**src/rtl/wavegen_pkg.sv**
```systemverilog
// Shared types and constants for the wave-generation DAC output path.
package wavegen_pkg;
  typedef enum logic [2:0] {IDLE, CS_SETUP, SHIFT, CS_HOLD, GAP, LDAC} state_t;

  localparam int         FRAME_W          = 16;
  localparam logic       CH_A             = 1'b0;
  localparam logic       CH_B             = 1'b1;
  localparam logic [2:0] DEFAULT_CFG_BITS = 3'b111;
endpackage

```
**src/rtl/spi_shift16.sv**
```systemverilog
// Mode-0 SPI shifter: sends one frame MSB first, CLK_DIV cycles per SCK half-period.
module spi_shift16
  import wavegen_pkg::*;
#(
  parameter int CLK_DIV = 5
) (
  input  logic               clk,
  input  logic               rst,
  input  logic               start,
  input  logic [FRAME_W-1:0] frame,
  output logic               done,
  output logic               sck,
  output logic               mosi
);
  localparam int DW = $clog2(CLK_DIV);
  localparam int BW = $clog2(FRAME_W);

  logic               r_active;
  logic               r_phase;
  logic [DW-1:0]      r_div;
  logic [BW-1:0]      r_bit;
  logic [FRAME_W-1:0] r_shreg;
  logic               r_sck;
  logic               r_mosi;
  logic               w_half_end;

  assign w_half_end = (r_div == DW'(CLK_DIV - 1));
  // done marks the final cycle of the last high half, so the caller leaves SHIFT in step
  assign done       = r_active & r_phase & w_half_end & (r_bit == BW'(FRAME_W - 1));
  assign sck        = r_sck;
  assign mosi       = r_mosi;

  always_ff @(posedge clk) begin
    if (rst) begin
      r_active <= 1'b0;
      r_phase  <= 1'b0;
      r_div    <= '0;
      r_bit    <= '0;
      r_shreg  <= '0;
      r_sck    <= 1'b0;
      r_mosi   <= 1'b0;
    end else begin
      r_sck  <= r_active & r_phase;
      r_mosi <= r_active & r_shreg[FRAME_W-1];
      if (start) begin
        r_active <= 1'b1;
        r_phase  <= 1'b0;
        r_div    <= '0;
        r_bit    <= '0;
        r_shreg  <= frame;
      end else if (r_active) begin
        if (w_half_end) begin
          r_div   <= '0;
          r_phase <= ~r_phase;
          if (r_phase) begin
            if (r_bit == BW'(FRAME_W - 1)) begin
              r_active <= 1'b0;
            end else begin
              r_bit   <= r_bit + 1'b1;
              r_shreg <= {r_shreg[FRAME_W-2:0], 1'b0};
            end
          end
        end else begin
          r_div <= r_div + 1'b1;
        end
      end
    end
  end
endmodule

```
**src/rtl/dac_spi_scheduler.sv**
```systemverilog
// Per-tick scheduler sharing one SPI bus between DAC channels A and B, then pulsing LDAC.
module dac_spi_scheduler
  import wavegen_pkg::*;
#(
  parameter int         CLK_DIV  = 5,
  parameter logic [2:0] CFG_BITS = DEFAULT_CFG_BITS
) (
  input  logic        clk,
  input  logic        rst,
  input  logic        clk_sampling,
  input  logic        enableA,
  input  logic        enableB,
  input  logic [11:0] dacA_word,
  input  logic [11:0] dacB_word,
  output logic        spi_cs_n,
  output logic        spi_sck,
  output logic        spi_mosi,
  output logic        ldac_n,
  output logic        busy,
  output logic        overrun,
  output logic        overrun_sticky
);
  localparam int CW = $clog2(CLK_DIV);

  state_t             r_state;
  state_t             w_next;
  logic [CW-1:0]      r_cnt;
  logic               w_cnt_end;
  logic               w_accept;
  logic               w_start;
  logic               w_done;
  logic               w_tick_busy;
  logic               r_en_b;
  logic               r_chan;
  logic [11:0]        r_word_a;
  logic [11:0]        r_word_b;
  logic [FRAME_W-1:0] w_frame;
  logic               r_cs_n;
  logic               r_ldac_n;
  logic               r_busy;
  logic               r_overrun;
  logic               r_sticky;

  assign w_cnt_end   = (r_cnt == CW'(CLK_DIV - 1));
  assign w_accept    = clk_sampling & (r_state == IDLE) & (enableA | enableB);
  assign w_tick_busy = clk_sampling & (r_state != IDLE);
  assign w_frame     = {r_chan, CFG_BITS, (r_chan == CH_B) ? r_word_b : r_word_a};

  always_ff @(posedge clk) begin
    if (rst) begin
      r_state <= IDLE;
      r_cnt   <= '0;
    end else begin
      r_state <= w_next;
      if (w_next != r_state) r_cnt <= '0;
      else if (r_state != IDLE && r_state != SHIFT) r_cnt <= r_cnt + 1'b1;
    end
  end

  always_comb begin
    w_next  = r_state;
    w_start = 1'b0;
    case (r_state)
      IDLE:     if (w_accept) w_next = CS_SETUP;
      CS_SETUP: if (w_cnt_end) begin
                  w_next  = SHIFT;
                  w_start = 1'b1;
                end
      SHIFT:    if (w_done) w_next = CS_HOLD;
      CS_HOLD:  if (w_cnt_end) w_next = GAP;
      GAP:      if (w_cnt_end) w_next = (r_chan == CH_A && r_en_b) ? CS_SETUP : LDAC;
      LDAC:     if (w_cnt_end) w_next = IDLE;
      default:  w_next = IDLE;
    endcase
  end

  // Words and enables are captured once per accepted tick; r_chan selects the frame in flight
  always_ff @(posedge clk) begin
    if (rst) begin
      r_en_b   <= 1'b0;
      r_chan   <= CH_A;
      r_word_a <= '0;
      r_word_b <= '0;
    end else if (w_accept) begin
      r_en_b   <= enableB;
      r_chan   <= enableA ? CH_A : CH_B;
      r_word_a <= dacA_word;
      r_word_b <= dacB_word;
    end else if (r_state == GAP && w_next == CS_SETUP) begin
      r_chan <= CH_B;
    end
  end

  always_ff @(posedge clk) begin
    if (rst) begin
      r_cs_n    <= 1'b1;
      r_ldac_n  <= 1'b1;
      r_busy    <= 1'b0;
      r_overrun <= 1'b0;
      r_sticky  <= 1'b0;
    end else begin
      r_cs_n    <= !(r_state == CS_SETUP || r_state == SHIFT || r_state == CS_HOLD);
      r_ldac_n  <= (r_state != LDAC);
      r_busy    <= (r_state != IDLE);
      r_overrun <= w_tick_busy;
      r_sticky  <= r_sticky | w_tick_busy;
    end
  end

  spi_shift16 #(.CLK_DIV(CLK_DIV)) u_shift (
    .clk   (clk),
    .rst   (rst),
    .start (w_start),
    .frame (w_frame),
    .done  (w_done),
    .sck   (spi_sck),
    .mosi  (spi_mosi)
  );

  assign spi_cs_n       = r_cs_n;
  assign ldac_n         = r_ldac_n;
  assign busy           = r_busy;
  assign overrun        = r_overrun;
  assign overrun_sticky = r_sticky;
endmodule

```
**config.mk**
```make
export PLATFORM = sky130hd
export DESIGN_NAME = dac_spi_scheduler
export DESIGN_NICKNAME = d
export VERILOG_FILES = /design/src/rtl/wavegen_pkg.sv /design/src/rtl/spi_shift16.sv /design/src/rtl/dac_spi_scheduler.sv
export SDC_FILE = /design/constraint.sdc
export NUM_CORES = 1
export LEC_CHECK = 0
export CAP_MARGIN = 30
export CORE_MARGIN = 2
export CORE_UTILIZATION = 40
export DETAILED_ROUTE_END_ITERATION = 12
export DONT_BUFFER_PORTS = 1
export MAX_ROUTING_LAYER = met4
export PLACE_DENSITY_LB_ADDON = 0.1
export SKIP_CTS_REPAIR_TIMING = 1
export SLEW_MARGIN = 10
export SYNTH_ARGS = -nofsm -noshare
export SYNTH_HDL_FRONTEND = slang
export SYNTH_HIERARCHICAL = 1
export SYNTH_SLANG_ARGS = --single-unit
```
**constraint.sdc**
```tcl
create_clock -name clk -period 1.87 [get_ports clk]
set_input_delay 0.561 -clock clk [delete_from_list [all_inputs] [get_ports clk]]
set_output_delay 0.561 -clock clk [all_outputs]
set_load 0.03 [all_outputs]
```
* After elaboration in Yosys (flattened, before gate mapping)
Index checks and enable logic that the tools add are counted.
Storage, ports and cells: flip-flop bits (word level) 64, latch bits 0, RAM bits 0, bits in read-only memories 0, bits of input ports 29, output and inout port bits 7, logic and storage cells 88, memories kept 0
Operators by class: $add $sub $neg 3, multiply operators 0, divide/modulo/power cells 0, order comparisons 0, eq/ne operators 13, shift operators 0, muxes and demuxes 25, bitwise logic cells 12, reduce and logical (&&, ||, !) cells 17
Operators with widths (number):
- two-way mux 16 bit | 5
- two-way mux 3 bit | 8
- case mux 3 bit (6 select lines) | 1
- equality test 3 bit, second input constant | 4
- two-way mux 12 bit | 1
- two-way mux 1 bit | 10
- AND reduction 4 bit | 2
- nonzero test 2 bit | 4
- bitwise AND 1 bit | 7
- adder 3 x 1 -> 3 bit, second input constant | 2
- equality test 3 x 1 -> 1 bit, second input constant | 2
- equality test 3 x 2 -> 1 bit, second input constant | 2
- adder 4 x 1 -> 4 bit, second input constant | 1
- equality test 4 bit, second input constant | 1
- OR reduction 2 bit | 2
- logical AND 1 bit | 3
- logical NOT 3 bit | 1
- inequality test 3 x 2 -> 1 bit, second input constant | 1
- inequality test 3 bit | 1
- inequality test 3 bit, second input constant | 1
- NOT 1 bit | 3
- nonzero test 3 bit | 1
- logical OR 1 bit | 2
- inequality test 2 x 1 -> 1 bit, second input constant | 1
- other kinds (3) | 4

* Depth between registers and ports, before layout
Gate-level depths: netlist (run 1).
word-level depth 9, gate-level depth with buffers 8, gate-level depth less buffers 7

* Modules after synthesis
Netlist (run 1), hierarchy kept.
Modules (own cells, without submodules):
- dac_spi_scheduler | instances 1, cells each 189, area an instance 1681.6 um^2, seq. area each 740.7 um^2
- spi_shift16 | instances 1, cells each 147, area an instance 1271.2 um^2, seq. area each 540.5 um^2

* Least setup slack after synthesis (run 1)
No wires, ideal clock.
path type register -> register, start register r_cnt[0], end register u_shift.r_shreg[0], library setup time 0.070 ns, data arrival time 1.471 ns, data required time 1.800 ns, slack 0.329 ns, stages on the path, launching flop included 9, path buffers 1, clock period less this slack 1.541 ns, path through dfxtp_1 inv_1 ha_1 nand4b_1 nor2_1 inv_1 clkbuf_1 o211ai_1 a21oi_1
On the way: longest elaborated chain between the ends 5, elaborated cells on any way between the ends 9, classes of those cells eq/ne (2); mux (3); reduce/logical (4)
RTL lines:
- start: declaration | RTL line dac_spi_scheduler.sv:27 | logic [CW-1:0] r_cnt;
- start signal: assignment | RTL line dac_spi_scheduler.sv:56 | else if (r_state != IDLE && r_state != SHIFT) r_cnt <= r_cnt + 1'b1;
- equality test 3 bit (*) | RTL line dac_spi_scheduler.sv:44 | assign w_cnt_end = (r_cnt == CW'(CLK_DIV - 1));
- two-way mux 1 bit (*) | RTL line dac_spi_scheduler.sv:65 | CS_SETUP: if (w_cnt_end) begin
- two-way mux 1 bit (*) | RTL line dac_spi_scheduler.sv:63 | case (r_state)
- via w_start | RTL line dac_spi_scheduler.sv:30 | logic w_start;
- inequality test 2 x 1 -> 1 bit (no line) or nonzero test 2 bit (tied branches)
- AND reduction 4 bit (no line)
- end signal: assignment | RTL line spi_shift16.sv:50 | r_shreg <= frame;
- end signal: assignment | RTL line spi_shift16.sv:60 | r_shreg <= {r_shreg[FRAME_W-2:0], 1'b0};
- end: declaration | RTL line spi_shift16.sv:22 | logic [FRAME_W-1:0] r_shreg;
Mark *: on every way through the listed nets, which the timed path passes. The rest lies on a longest branch. A chain may end at the register's enable or synchronous reset.

* Worst setup path in the final report (run 1)
start register r_cnt[0], end register u_shift.r_shreg[3]
Same word-level chain as after synthesis.

==> results of run 1 <==
-- cell type report --
type                            instances  area (sq um)
Tap cell                               99           124
Clock inverter                          7           120
Clock buffer                            9           124
Multi-Input combinational cell        237          1480
Timing Repair Buffer                   11          82.6
Fill cell                             737          3990
Sequential cell                        64          1280
Inverter                                6          22.5
-- cell families (layout without fill, tap and decap cells) --
family	Yosys count	count (layout)	synth area share [%]
AND/OR/NAND/NOR	88	88	16.8
buffers and inverters	37	33	6.99
flip-flops	64	64	43.4
other	1	3	0.127
AO/OA/AOI/OAI	123	123	24.1
multiplexers	14	14	5.25
adder cells (fa/ha/maj)	5	5	2.12
XOR/XNOR	4	4	1.19
-- stage by stage --
stage | hold slack (ps) | util (%) | setup slack (ps)
6_report | 282 | 44.8 | 199
5_1_grt | 257 | 44.8 | 1.10
4_1_cts | 260 | 44.7 | 188
3_5_place_dp | 462 | 41.3 | 201
3_3_place_gp | 457 | 41.3 | 236
2_1_floorplan | 450 | - | 329
-- layout by cell type, fill, tap and decap left out, types with 2 or more instances in the layout --
master | netlist | routed
conb_1 | 1 | 3
xor2_1 | 3 | 3
a31oi_1 | 15 | 15
a21o_1 | 2 | 2
o211ai_1 | 2 | 2
o21ai_0 | 24 | 24
nand4b_1 | 3 | 3
clkbuf_8 | 0 | 9
a21oi_1 | 34 | 34
nand2_1 | 3 | 3
and3_4 | 2 | 2
dfxtp_1 | 64 | 64
inv_1 | 6 | 6
nand3_1 | 48 | 48
ha_1 | 5 | 5
o21bai_1 | 15 | 15
bufinv_16 | 0 | 3
mux2i_1 | 2 | 2
clkinv_4 | 0 | 2
nand3b_1 | 3 | 3
a22oi_1 | 2 | 2
or3_1 | 3 | 3
nand4_1 | 2 | 2
buf_4 | 1 | 11
o21ai_1 | 23 | 23
nor3_1 | 6 | 6
and3b_1 | 2 | 2
mux2_2 | 12 | 12
nor2_1 | 9 | 8
-- path summary, 6_finish.rpt --
check,slack (ps),start,cells past startpoint,to
setup / recovery,200,r_cnt[0],8,u_shift/r_shreg[3]
hold / removal,280,rst,1,r_en_b
setup reg to reg,200,r_cnt[0],8,u_shift/r_shreg[3]
hold reg to reg,470,r_word_a[5],2,r_word_a[5]
-- flip-flops by register name, summed over array words and instances, names as in the netlist --
name	flops
u_shift/r_shreg	16
r_cnt	3
r_en_b	1
r_word_a	12
spi_cs_n	1
u_shift/r_phase	1
u_shift/r_active	1
r_word_b	12
ldac_n	1
r_state	3
overrun_sticky	1
u_shift/r_bit	4
u_shift/mosi	1
r_chan	1
busy	1
overrun	1
u_shift/r_div	3
u_shift/sck	1
-- cell usage after synthesis, drive strengths merged (6+ instances only) --
cell and instances:
dfxtp 64, nand3 48, o21ai 48, a21oi 34, buf 18, a31oi 15
o21bai 15, clkbuf 13, mux2 12, nor2 9, nor3 7, inv 6
-- layer usage --
metal	up-vias	part of all wire [%]	global-route usage [%]
li1	1214	-	-
met1	1103	49	23.1
met2	41	46	26.8
met3	8	3.9	3.86
met4	0	1.4	8.08
met5	-	0	-
-- power breakdown --
part	total [mW]	internal, mW	switching [mW]	leakage [nW]
combinational	0.207	0.0899	0.117	0.478
clock	1.45	0.887	0.565	0.119
sequential	1.45	1.41	0.0401	0.520
==> results by group, run 1 <==
Logic synthesis
  • Post-synthesis sequential area ratio: between 40% and 50%
  • Area contributors post-synth: dfxtp_1, nand3_1, a21oi_1
  • Unique cell type count in the Yosys netlist: 45
  • Mapped Cells: 336
  • Avg Inst Size Synth: between 8 and 9 sq um
  • Yosys top cell area share: ~43%
  • Number of flops mapped to enable cells by yosys: 0
  • Dominant synthesized flop cell: dfxtp_1
  • Synth async-reset ratio: 0%
  • Mapped Area: 0.00295 sq mm
  • Synthesis Warnings: 6
  • Seq cells post-synth: 64
  • Leading area contributor after synthesis: dfxtp_1

Critical path
  • CP dominant cell by count: inv_1
  • CP Buf/Inv Count: 3
  • Crit Path Category: reg -> reg
  • Crit-path slowest cell: dfxtp_1
  • Crit end category: flop
  • Delay-heaviest family, CP: buffers and inverters
  • Crit path launch type: flop
  • WP data arrival: between 1500 and 2000 ps
  • Worst path max stage delay: about 320 ps
  • Worst path cell trace: inv_1, ha_1, nand4b_1, nor2_2, inv_1, buf_4, o21bai_1, a31oi_1
  • Crit Path Max Fanout: 32
  • Req. time, crit path: ~2100 ps

Floorplanning
  • Die area: 0.00809 sq mm
  • IO Pins: 36
  • Chip Height: between 80 and 90 um
  • Die W: roughly 90 um
  • Rows: 31
  • Core footprint: a little over 0.007 sq mm
  • Starting Density: between 40% and 50%

STA
  • Final min period: approximately 1700 ps
  • Slew @ Worst Pin: 721 ps
  • RSZ-0062 raised after global routing: false
  • Slew HR: around half
  • Post-Route Skew: just over 10 ps
  • Final setup viols: 0
  • Pins Over Slew Limit: 0
  • Final period utilization: roughly 89%
  • Peak Freq: ~600 MHz
  • Total Neg Setup Slack: 0 ps
  • Number of hold violations in the final report: 0

Cells and area
  • Synthesis-to-finish area growth: 9.36%
  • Share of cells above drive strength 1: 13.8%
  • N_diodes: 0
  • Design area: 0.00323 sq mm
  • Nets@finish: roughly 360
  • Layout Cells excl Fill: ~430

Route
  • Vias per cell: roughly 5.5
  • Residual DRC: 0
  • WL/cell: 15.5 um
  • Vias: 2,366
  • First drt pass iteration count: 4
  • Detailed Route WL: approximately 6700 um
  • DRT iter0 DRCs: approximately 150
  • Routed Antenna Nets: 0

Clock network
  • Clk slew on worst S/H paths: 80 ps
  • Root buf cell: clkbuf_8
  • H-tree level count: 3
  • Sink Count: between 60 and 70
  • Max Root-Sink Buffers: 2
  • Worst-Skew Late Latency: between 300 and 400 ps
  • Num CTS Buffers: 9
  • CTS tree: done

Power
  • PwrDens: 962 mW/mm^2
  • Overall Power: 3.11 mW
  • Max VDD drop: about 0.36 mV
  • Cell leakage power: between 1 and 1.5 nW

Placed design
  • Port buffer count: 0
  • Final Wtd Congestion: about 0.79
  • Placed insts: ~420
  • Placement Cell Area: just under 0.003 sq mm
  • Hpwl dp: 4190 um

Global routing
  • Total track usage: roughly 18%
  • First-pass GRT wire length: 11,300 um
  • Vias in the first global route: between 2,000 and 2,500
  • Largest net degree at the start of global routing: 53
  • Total global routing overflow: 0
  • Antenna violations before repair: 0

Min path
  • HP Class: in -> reg

Status
  • Status: finished clean

Job
  • Number of max-cap violations: 0
No activity file was read; power rests on OpenSTA's default activity.
==> inputs of run 2 (changes only) <==
Settings changed: CAP_MARGIN 30 to 20.
==> results of run 2 <==
Final layout, timing and power as in run 1 (identical DEF).
==> inputs of run 3 (changes only) <==
Settings changed: PLACE_DENSITY_LB_ADDON 0.1 to not set.
==> results by group, run 3 (synthesis gave the netlist of run 1 again) <==
Status
  • Status: finished clean

Cells and area
  • Most common library cell in the layout ignoring fill and taps: dfxtp_1
  • Max reg flops: 16
  • N_diodes: 0
  • # fillers: 729
  • Regs by FF count: u_shift/r_shreg: 16 flops, r_word_a: 12 flops, r_word_b: 12 flops
  • Share of cells above drive strength 1: between 10% and 20%
  • Commonest non-fill, non-tap cells in the layout: dfxtp_1, nand3_1, a21oi_1, o21ai_0, o21ai_1
  • Largest Register: u_shift/r_shreg
  • Synthesis-to-finish area growth: 6.91%
  • Layout Cells excl Fill: roughly 430
  • Nets@finish: 363

STA
  • Peak Freq: ~600 MHz
  • Slew HR: between 50% and 60%
  • Total Neg Setup Slack: 0 ps
  • RSZ-0062 raised after global routing: false
  • Number of hold violations in the final report: 0
  • Pins Over Slew Limit: 0
  • Post-Route Skew: 7.05 ps
  • Final min period: approximately 1700 ps
  • Final setup viols: 0
  • Final period utilization: about nine tenths
  • Slew @ Worst Pin: 664 ps

Global routing
  • Total global routing overflow: 0
  • First-pass GRT wire length: 10,600 um
  • Largest net degree at the start of global routing: 53
  • Antenna violations before repair: 0
  • Vias in the first global route: 2,246
  • Total track usage: 16.5%

Job
  • Number of max-cap violations: 0

Route
  • Routed Antenna Nets: 0
  • DRT iter0 DRCs: around 150
  • First drt pass iteration count: 4
  • Detailed Route WL: 6210 um
  • Vias per cell: 5.51
  • Residual DRC: 0
  • WL/cell: 14.4 um
  • Vias: around 2,400

Critical path
  • Crit end category: flop
  • Reg2Reg Setup Slack: around 190 ps
  • R2R cell count: 8
  • Req. time, crit path: 2070 ps
  • WP data arrival: 1880 ps
  • CP endpoint: u_shift/r_shreg[1]
  • FF-to-FF Start: r_cnt[0]
  • Crit path launch type: flop
  • Reg2Reg Capture Point: u_shift/r_shreg[1]
  • Crit Path Max Fanout: 32
  • Crit Path Category: reg -> reg
  • Crit path from: r_cnt[0]

Clock network
  • Worst-Skew Late Latency: 330 ps
  • Num CTS Buffers: 9
  • CTS tree: done
  • Max Root-Sink Buffers: 2
  • Clk slew on worst S/H paths: 70 ps
  • Root buf cell: clkbuf_8
  • Sink Count: 64
  • H-tree level count: 3

Floorplanning
  • Starting Density: ~41%
  • Die W: 89.9 um
  • IO Pins: 36
  • Core footprint: approximately 0.007 sq mm
  • Chip Height: about 90 um
  • Die area: 0.00809 sq mm
  • Rows: 31

Power
  • Cell leakage power: between 1 and 1.5 nW
  • Max VDD drop: ~0.46 mV
  • PwrDens: around 850 mW/mm^2

Placed design
  • Placed insts: 417
  • Final Wtd Congestion: 0.831
  • Hpwl dp: between 3000 and 4000 um
  • Port buffer count: 0

Min path
  • HP Class: in -> reg
  • Worst Hold Depth: 1
run 3: worst max-delay path, cell delays in order, from the launching register on:
cell	delay, ps
dfxtp_1	320
inv_1	80
ha_1	270
nand4b_1	210
nor2_2	170
inv_1	50
buf_4	220
o21bai_1	180
a31oi_1	50
run 3: power by group:
group | switching, mW | internal [mW] | leakage (nW)
registers | 0.0411 | 1.41 | 0.520
clock network | 0.492 | 0.536 | 0.0947
logic | 0.111 | 0.0895 | 0.478
run 3: per-stage QoR:
stage	worst slack [ps]	hold WS, ps	instance area [sq um]	util (%)	power [mW]
5_1_grt	3.48	270	3160	43.8	2.82
4_1_cts	157	269	3150	43.7	2.73
3_3_place_gp	261	456	2980	41.3	1.68
6_report	191	295	3160	43.8	2.68
3_5_place_dp	183	463	2980	41.3	1.68
2_1_floorplan	329	450	2960	-	1.65
run 3: worst min-delay path by stage:
stage / from / endpoint / slack (ps)
2_1_floorplan: r_word_b[10] / r_word_b[10] / 450
3_5_place_dp: r_word_b[9] / r_word_b[9] / 460
4_1_cts: rst / r_word_b[3] / 270
3_3_place_gp: r_word_a[4] / r_word_a[4] / 460
6_report: rst / r_word_b[5] / 300
5_1_grt: rst / r_word_b[2] / 270
run 3: routing by layer:
metal	wire (um)	share of wire, %	track usage [%]	up-vias
li1	-	-	-	1207
met1	2900	47	20.5	1127
met2	2960	48	25.3	45
met3	307	4.9	5.62	2
met4	49	0.79	5.77	0
met5	0	0	-	-
run 3: cell type report:
class / count / area [sq um] / share of cell area, %
Multi-Input combinational cell: 237 / 1480 / 46.7
Sequential cell: 64 / 1280 / 40.6
Clock buffer: 11 / 151 / 4.80
Tap cell: 99 / 124 / 3.92
Timing Repair Buffer: 11 / 82.6 / 2.62
Inverter: 6 / 22.5 / 0.713
Clock inverter: 4 / 20.0 / 0.634
